**config.mk**
```make
export PLATFORM = sky130hd
export DESIGN_NAME = replay_misr
export DESIGN_NICKNAME = d
export VERILOG_FILES = /design/src/rtl/replay_pkg.sv /design/src/rtl/replay_misr.sv
export SDC_FILE = /design/constraint.sdc
export NUM_CORES = 1
export LEC_CHECK = 0
export ABC_CLOCK_PERIOD_IN_PS = 1400
export CAP_MARGIN = 20
export CORE_UTILIZATION = 25
export CTS_CLUSTER_DIAMETER = 120
export DETAILED_ROUTE_END_ITERATION = 10
export GPL_TIMING_DRIVEN = 0
export PLACE_DENSITY = 0.59
export SYNTH_ARGS = -nofsm -noshare
export SYNTH_HDL_FRONTEND = slang
export SYNTH_SLANG_ARGS = --single-unit
```
**constraint.sdc**
```tcl
create_clock -name CK -period 1.4 [get_ports CK]
set_clock_uncertainty 0.15 [all_clocks]
set_input_delay 0.21 -clock CK [delete_from_list [all_inputs] [get_ports CK]]
set_output_delay 0.21 -clock CK [all_outputs]
set_load 0.02 [all_outputs]
```
**src/rtl/replay_pkg.sv**
```systemverilog
// Shared types and MISR helpers for the on-chip vector replay checker.
package replay_pkg;

  typedef enum logic [1:0] {IDLE, ACCEPT, SETTLE, DONE} state_t;

  localparam logic [15:0] MISR_POLY = 16'h1021;
  localparam logic [15:0] MISR_SEED = 16'hFFFF;

  // One MISR step: shift left, fold the feedback polynomial, absorb the response.
  function automatic logic [15:0] misr_next(input logic [15:0] sig, input logic [15:0] data);
    return {sig[14:0], 1'b0} ^ (sig[15] ? MISR_POLY : 16'h0000) ^ data;
  endfunction

endpackage

```
**src/rtl/replay_misr.sv**
```systemverilog
// 16-bit MISR compacting every sampled DUT response into a signature.
module replay_misr
  import replay_pkg::*;
(
  input  logic        CK,
  input  logic        reset,
  input  logic        clear,
  input  logic        enable,
  input  logic [15:0] data,
  output logic [15:0] signature
);

  // Clear wins over enable so a new run always starts from the seed.
  always_ff @(posedge CK or posedge reset) begin
    if (reset) begin
      signature <= MISR_SEED;
    end else if (clear) begin
      signature <= MISR_SEED;
    end else if (enable) begin
      signature <= misr_next(signature, data);
    end
  end

endmodule

```
==> results.md, run 1 <==
- Worst min path class: input pin to flop
- Fraction of layout instances using a drive strength above 1: 0.384
- CP Class: flop to flop
- Area grow syn2layout: 49.6%
- Initial Utilization: 0.272
- Pins Over Slew Limit: 0
- Hold wc startpoint: clear
- H-tree levels: 1
- R2R Setup Slk: 40 ps
- Critical Path RT: 1470 ps
- Routed WL: 1.86 mm
- Core ar.: 0.00315 mm2
- Num rows: 20
- Drc violations: 0
- Max-cap check violation count: 0
- Syn nets: 90
- Post-synth ARST share: 1.00
- Critical path's top delay family: flip-flops
- 1st-pass router iterations: 4
- Post-synthesis cell count: 70
- Critical path endpoint category: flop
- Synth Flop Type: dfstp_2
- Cts hold-fix bufs: 0
- Power Dens Cells: 946 mW/mm2
- Startpoint types: flop
- Vias in the first global route: 606
- Post-route setup slack: 40.6 ps
- Max_slew headroom: 0.594
- Final worst-path cycle share: 0.971
- FMAX: 0.736 GHz
- Num CTS Buffers: 3
- Main combinational cell family by area after synthesis: XOR/XNOR gates
- Vias: 654
- # diodes: 0
- Setup TNS: 0 ps
- Critical Path Fanout Max: 3
- WHS Path Cells: 2
- Worst-Skew Late Latency: 280 ps
- Compound-Gate Fraction of Synth Area: 0.164
- Synth top area share: 0.491
- Pre-CTS setup slack: -252 ps
- Worst-case hold slack: 195 ps
- Mux cell area share after synthesis: 0
- Worst-margin pin slew: 608 ps
- Yosys reg bits: 16
- Die Ht: 60.6 um
- Routed len/inst: 11.9 um
- Slowest cell on the critical path: dfstp_2
- Antenna-violating nets left: 0
- Worst Hold End: signature[15]$_DFFE_PP1P_
- Cell variety after synth: 8
- Reg clk slew, reported paths: 90 ps
- Gpl congestion: 0.636
- Worst R2R Start: signature[4]$_DFFE_PP1P_
- Register area share after synthesis: 0.491
- Io pins: 36
- Max incr delay on CP: 570 ps
- Synthesized area: 857 um2
- Root buf cell: clkbuf_4
- Via density: 4.19
- DRT iter0 DRCs: 4
- Clock buffer depth: 2
- RSZ-0062 raised after global routing: yes
- Status: complete, no violations
- Total number of clock tree sinks: 16
- CTS tree: built
- Leakage: 0.546 nW
- Minimum clock period: 1360 ps
- Pin count of the biggest net entering global routing: 17
- FF-to-FF path depth: 2
- Antenna violations before repair: 0
- Yosys warnings: 0
- Synth Area in Simple Gates: 0.117
- Worst reg2reg endpoint: signature[5]$_DFFE_PP1P_
- Final setup violation count: 0
- CP arrival: 1430 ps
- DIE AREA: 0.00367 mm2
- Synth area leader: dfstp_2
- Width of the die: 60.6 um
- WP buf/inv: 0
- Dominant cells by area after synthesis: dfstp_2, a211o_1, xor2_1, nor2b_1, xor3_1
- Largest regs: signature: 16 flops
- HPWL after DPL: 1.31 mm
- Hold Vio Cnt, Final: 0
- Buffers added on ports: 34
- GRT Util Overall: 0.107
- Post-synthesis adder-cell area fraction: 0
- XOR/XNOR Fraction of Synth Area: 0.199
- GRT overflow: 0
- First-pass GRT wire length: 2.88 mm
- Number of flip-flops in the largest register: 16
- Reg with most FFs: signature
- Syn Area/Cell: 12.2 um2
- CP Cell Sequence: xor3_1 > a211o_1
- Final Net Count: 133
- Post-synth EDFFs: 0
- VDD IR-drop max: 0.409 mV
- Commonest cells post-synth: a211o_1, dfstp_2, nor2b_1
metal layers:
layer  vias to the layer above  global-route usage  part of all wire
met2                        22               0.163              0.48
met3                         0              0.0277             0.071
met1                       309               0.142              0.45
met5                         -                   0                 0
met4                         0              0.0487                 0
li1                        323                   -                 -
through the flow:
stage | total power [mW] | area [um2] | instances | utilization
after CTS | 1.21 | 1230 | 155 | 0.390
final | 1.21 | 1280 | 156 | 0.407
after floorplan | 0.760 | 857 | 70 | -
after global placement | 0.917 | 1250 | 148 | 0.397
after global routing | 1.29 | 1280 | 156 | 0.407
after detailed placement | 0.919 | 1250 | 148 | 0.397
layout make-up:
type / instances / area [um2]
Inverter: 1 / 3.75
Clock buffer: 4 / 36.3
Tap cell: 44 / 55.1
Sequential cell: 16 / 420
Timing Repair Buffer: 38 / 332
Fill cell: 345 / 1870
Multi-Input combinational cell: 48 / 410
Buffer: 5 / 25.0
what timing repair did:
action	in CTS	in global routing
cloned	0	0
pin swaps	3	1
endpoints found under the setup margin	18	16
resized for setup	64	17
setup buffers	3	1
kinds of logic after synthesis:
kind of cell,after synthesis
buffers and inverters,6
AND/OR/NAND/NOR,16
AO/OA/AOI/OAI,16
XOR/XNOR,16
flip-flops,16
cell usage in the layout, fill, tap and decap left out:
cell and count:
buf_2 3, a211o_1 16, clkbuf_4 4, buf_6 1, clkbuf_1 2, xor2_1 14
clkbuf_8 1, xor3_1 2, dfstp_2 16, nor2b_1 16, clkdlybuf4s50_1 18, inv_1 1
buf_4 18
worst max-delay path by stage:
stage	startpoint	to	slack, ps	depth (start not counted)
floorplan	signature[15]$_DFFE_PP1P_	signature[12]$_DFFE_PP1P_	-20	2
global placement	enable	signature[5]$_DFFE_PP1P_	-250	4
detailed placement	enable	signature[5]$_DFFE_PP1P_	-250	4
CTS	signature[4]$_DFFE_PP1P_	signature[4]	5	1
global route	signature[4]$_DFFE_PP1P_	signature[5]$_DFFE_PP1P_	-7	2
finish	signature[4]$_DFFE_PP1P_	signature[5]$_DFFE_PP1P_	40	2
worst register-to-register path, cell delays in order, from the launching register on:
cell and delay [ps]:
dfstp_2 570, xor3_1 310, a211o_1 260
report_power, final:
part	internal, mW	switching, mW	leakage [nW]
Clock	0.158	0.146	0.0210
Sequential	0.532	0.0356	0.169
Combinational	0.193	0.149	0.356
No activity file was read; power rests on OpenSTA's default activity.
==> run 2, diff against run 1 <==
CAP_MARGIN = unset   (was 20)
SKIP_LAST_GASP = 1   (was unset)
==> results.md, run 2 (synthesis gave the netlist of run 1 again) <==
- Status: complete, no violations (unchanged)
- Buffers added on ports: 34 (unchanged)
- Post-route setup slack: 22.8 ps (was 40.6 ps)
- Pin count of the biggest net entering global routing: 17 (unchanged)
- Max-cap check violation count: 0 (unchanged)
- Vias: 656 (was 654)
- Worst reg2reg endpoint: signature[5]$_DFFE_PP1P_ (unchanged)
- Die Ht: 60.6 um (unchanged)
- Max incr delay on CP: 580 ps (was 570 ps)
- Critical Path Fanout Max: 3 (unchanged)
- Worst-margin pin slew: 607 ps (was 608 ps)
- Hold Vio Cnt, Final: 0 (unchanged)
- CP Cell Sequence: xor3_1 > a211o_1 (unchanged)
- GRT Util Overall: 0.107 (unchanged)
- Worst-Skew Late Latency: 280 ps (about the same)
- 1st-pass router iterations: 4 (unchanged)
- CTS tree: built (unchanged)
- Startpoint types: flop (unchanged)
- Pins Over Slew Limit: 0 (unchanged)
- Reg with most FFs: signature (unchanged)
- VDD IR-drop max: 0.413 mV (was 0.409 mV)
- Slowest cell on the critical path: dfstp_2 (unchanged)
- RSZ-0062 raised after global routing: yes (unchanged)
- Final worst-path cycle share: 0.984 (was 0.971)
- GRT overflow: 0 (unchanged)
- Minimum clock period: 1380 ps (was 1360 ps)
- Worst R2R Start: signature[4]$_DFFE_PP1P_ (unchanged)
- Commonest cells after routing, fill and taps aside: clkdlybuf4s50_1, buf_4, nor2b_1, a211o_1, dfstp_2 (unchanged)
- Final Net Count: 133 (unchanged)
- Initial Utilization: 0.272 (unchanged)
- Critical path's top delay family: flip-flops (unchanged)
- Critical Path RT: 1460 ps (was 1470 ps)
- Number of flip-flops in the largest register: 16 (unchanged)
- Antenna violations before repair: 0 (unchanged)
- Cts hold-fix bufs: 0 (unchanged)
- H-tree levels: 1 (unchanged)
- Gpl congestion: 0.636 (unchanged)
- Total power: 1.21 mW (about the same)
- Worst setup endpoint: signature[5]$_DFFE_PP1P_ (unchanged)
- WP buf/inv: 0 (unchanged)
- Routed WL: 1.87 mm (was 1.86 mm)
- DIE AREA: 0.00367 mm2 (unchanged)
- CP arrival: 1440 ps (was 1430 ps)
- Num rows: 20 (unchanged)
- CP Class: flop to flop (unchanged)
- Largest regs: signature: 16 flops (unchanged)
- Leakage: 0.545 nW (was 0.546 nW)
- Placed Area: 0.00125 mm2 (unchanged)
- Pre-CTS setup slack: -252 ps (unchanged)
- Routed len/inst: 12.0 um (was 11.9 um)
- Fraction of layout instances using a drive strength above 1: 0.384 (unchanged)
- Root buf cell: clkbuf_4 (unchanged)
- HPWL after DPL: 1.31 mm (unchanged)
- Num CTS Buffers: 3 (unchanged)
- # diodes: 0 (unchanged)
- Max_slew headroom: 0.595 (was 0.594)
- Clock buffer depth: 2 (unchanged)
- Io pins: 36 (unchanged)
- Vias in the first global route: 606 (unchanged)
- R2R Setup Slk: 20 ps (was 40 ps)
- Worst-case hold slack: 195 ps (about the same)
- Reg clk slew, reported paths: 100 ps (was 90 ps)
- DRT iter0 DRCs: 5 (was 4)
- Area grow syn2layout: 49.3% (was 49.6%)
- Final instance area: 0.00128 mm2 (about the same)
- First-pass GRT wire length: 2.88 mm (unchanged)
- FMAX: 0.726 GHz (was 0.736 GHz)
- Core ar.: 0.00315 mm2 (unchanged)
- Via density: 4.21 (was 4.19)
- Drc violations: 0 (unchanged)
- FF-to-FF path depth: 2 (unchanged)
- Power Dens Cells: 947 mW/mm2 (was 946 mW/mm2)
- Crit path launch: signature[4]$_DFFE_PP1P_ (unchanged)
- Worst min path class: input pin to flop (unchanged)
- Crit path depth: 2 (unchanged)
- Total number of clock tree sinks: 16 (unchanged)
- Final setup violation count: 0 (unchanged)
- Width of the die: 60.6 um (unchanged)
- Critical path endpoint category: flop (unchanged)
- Antenna-violating nets left: 0 (unchanged)
-- run 2: cell types whose count changed in the layout (fill, tap and decap cells not counted) --
cell,change
clkbuf_4,-1
buf_2,+1
-- run 2: layer usage --
layer,global-route usage,vias up,share of wire
met3,0.0277,0,0.070
met4,0.0487,0,0
met1,0.142,310,0.46
li1,-,324,-
met5,0,-,0
met2,0.163,22,0.47
-- run 2: what timing repair did --
| action | 4_1_cts | 5_1_grt |
|---|---|---|
| setup endpoints to repair | 18 | 17 |
| gates resized for setup | 63 | 17 |
| pin swaps | 3 | 1 |
| setup buffers | 3 | 1 |
| cloned | 0 | 0 |
-- run 2: power breakdown --
group          internal, mW  switching, mW  total (mW)  leakage, nW
Clock                 0.158          0.145       0.303       0.0210
Sequential            0.532         0.0358       0.568        0.169
Combinational         0.192          0.149       0.342        0.356
Total                 0.882          0.330        1.21        0.545
-- run 2: area by class of cell --
| class | instances | area, um2 |
|---|---|---|
| Multi-Input combinational cell | 48 | 410 |
| Timing Repair Buffer | 38 | 332 |
| Fill cell | 346 | 1870 |
| Tap cell | 44 | 55.1 |
| Sequential cell | 16 | 420 |
| Clock buffer | 4 | 36.3 |
| Buffer | 5 | 22.5 |
| Inverter | 1 | 3.75 |
-- run 2: stage by stage --
step	util	TNS (ps)	cells
2_1_floorplan	-	-47.5	70
3_3_place_gp	0.397	-4370	148
3_5_place_dp	0.397	-4430	148
4_1_cts	0.392	-63.5	155
5_1_grt	0.406	-6.87	156
6_report	0.406	0	156
-- run 2: worst min-delay path by stage --
stage,startpoint,end,slack [ps],depth (start not counted)
4_1_cts,clear,signature[15]$_DFFE_PP1P_,180,2
3_5_place_dp,signature[13]$_DFFE_PP1P_,signature[14]$_DFFE_PP1P_,500,2
6_report,clear,signature[14]$_DFFE_PP1P_,190,2
2_1_floorplan,reset,signature[0]$_DFFE_PP1P_,270,1
3_3_place_gp,clear,signature[11]$_DFFE_PP1P_,490,2
5_1_grt,clear,signature[11]$_DFFE_PP1P_,180,2
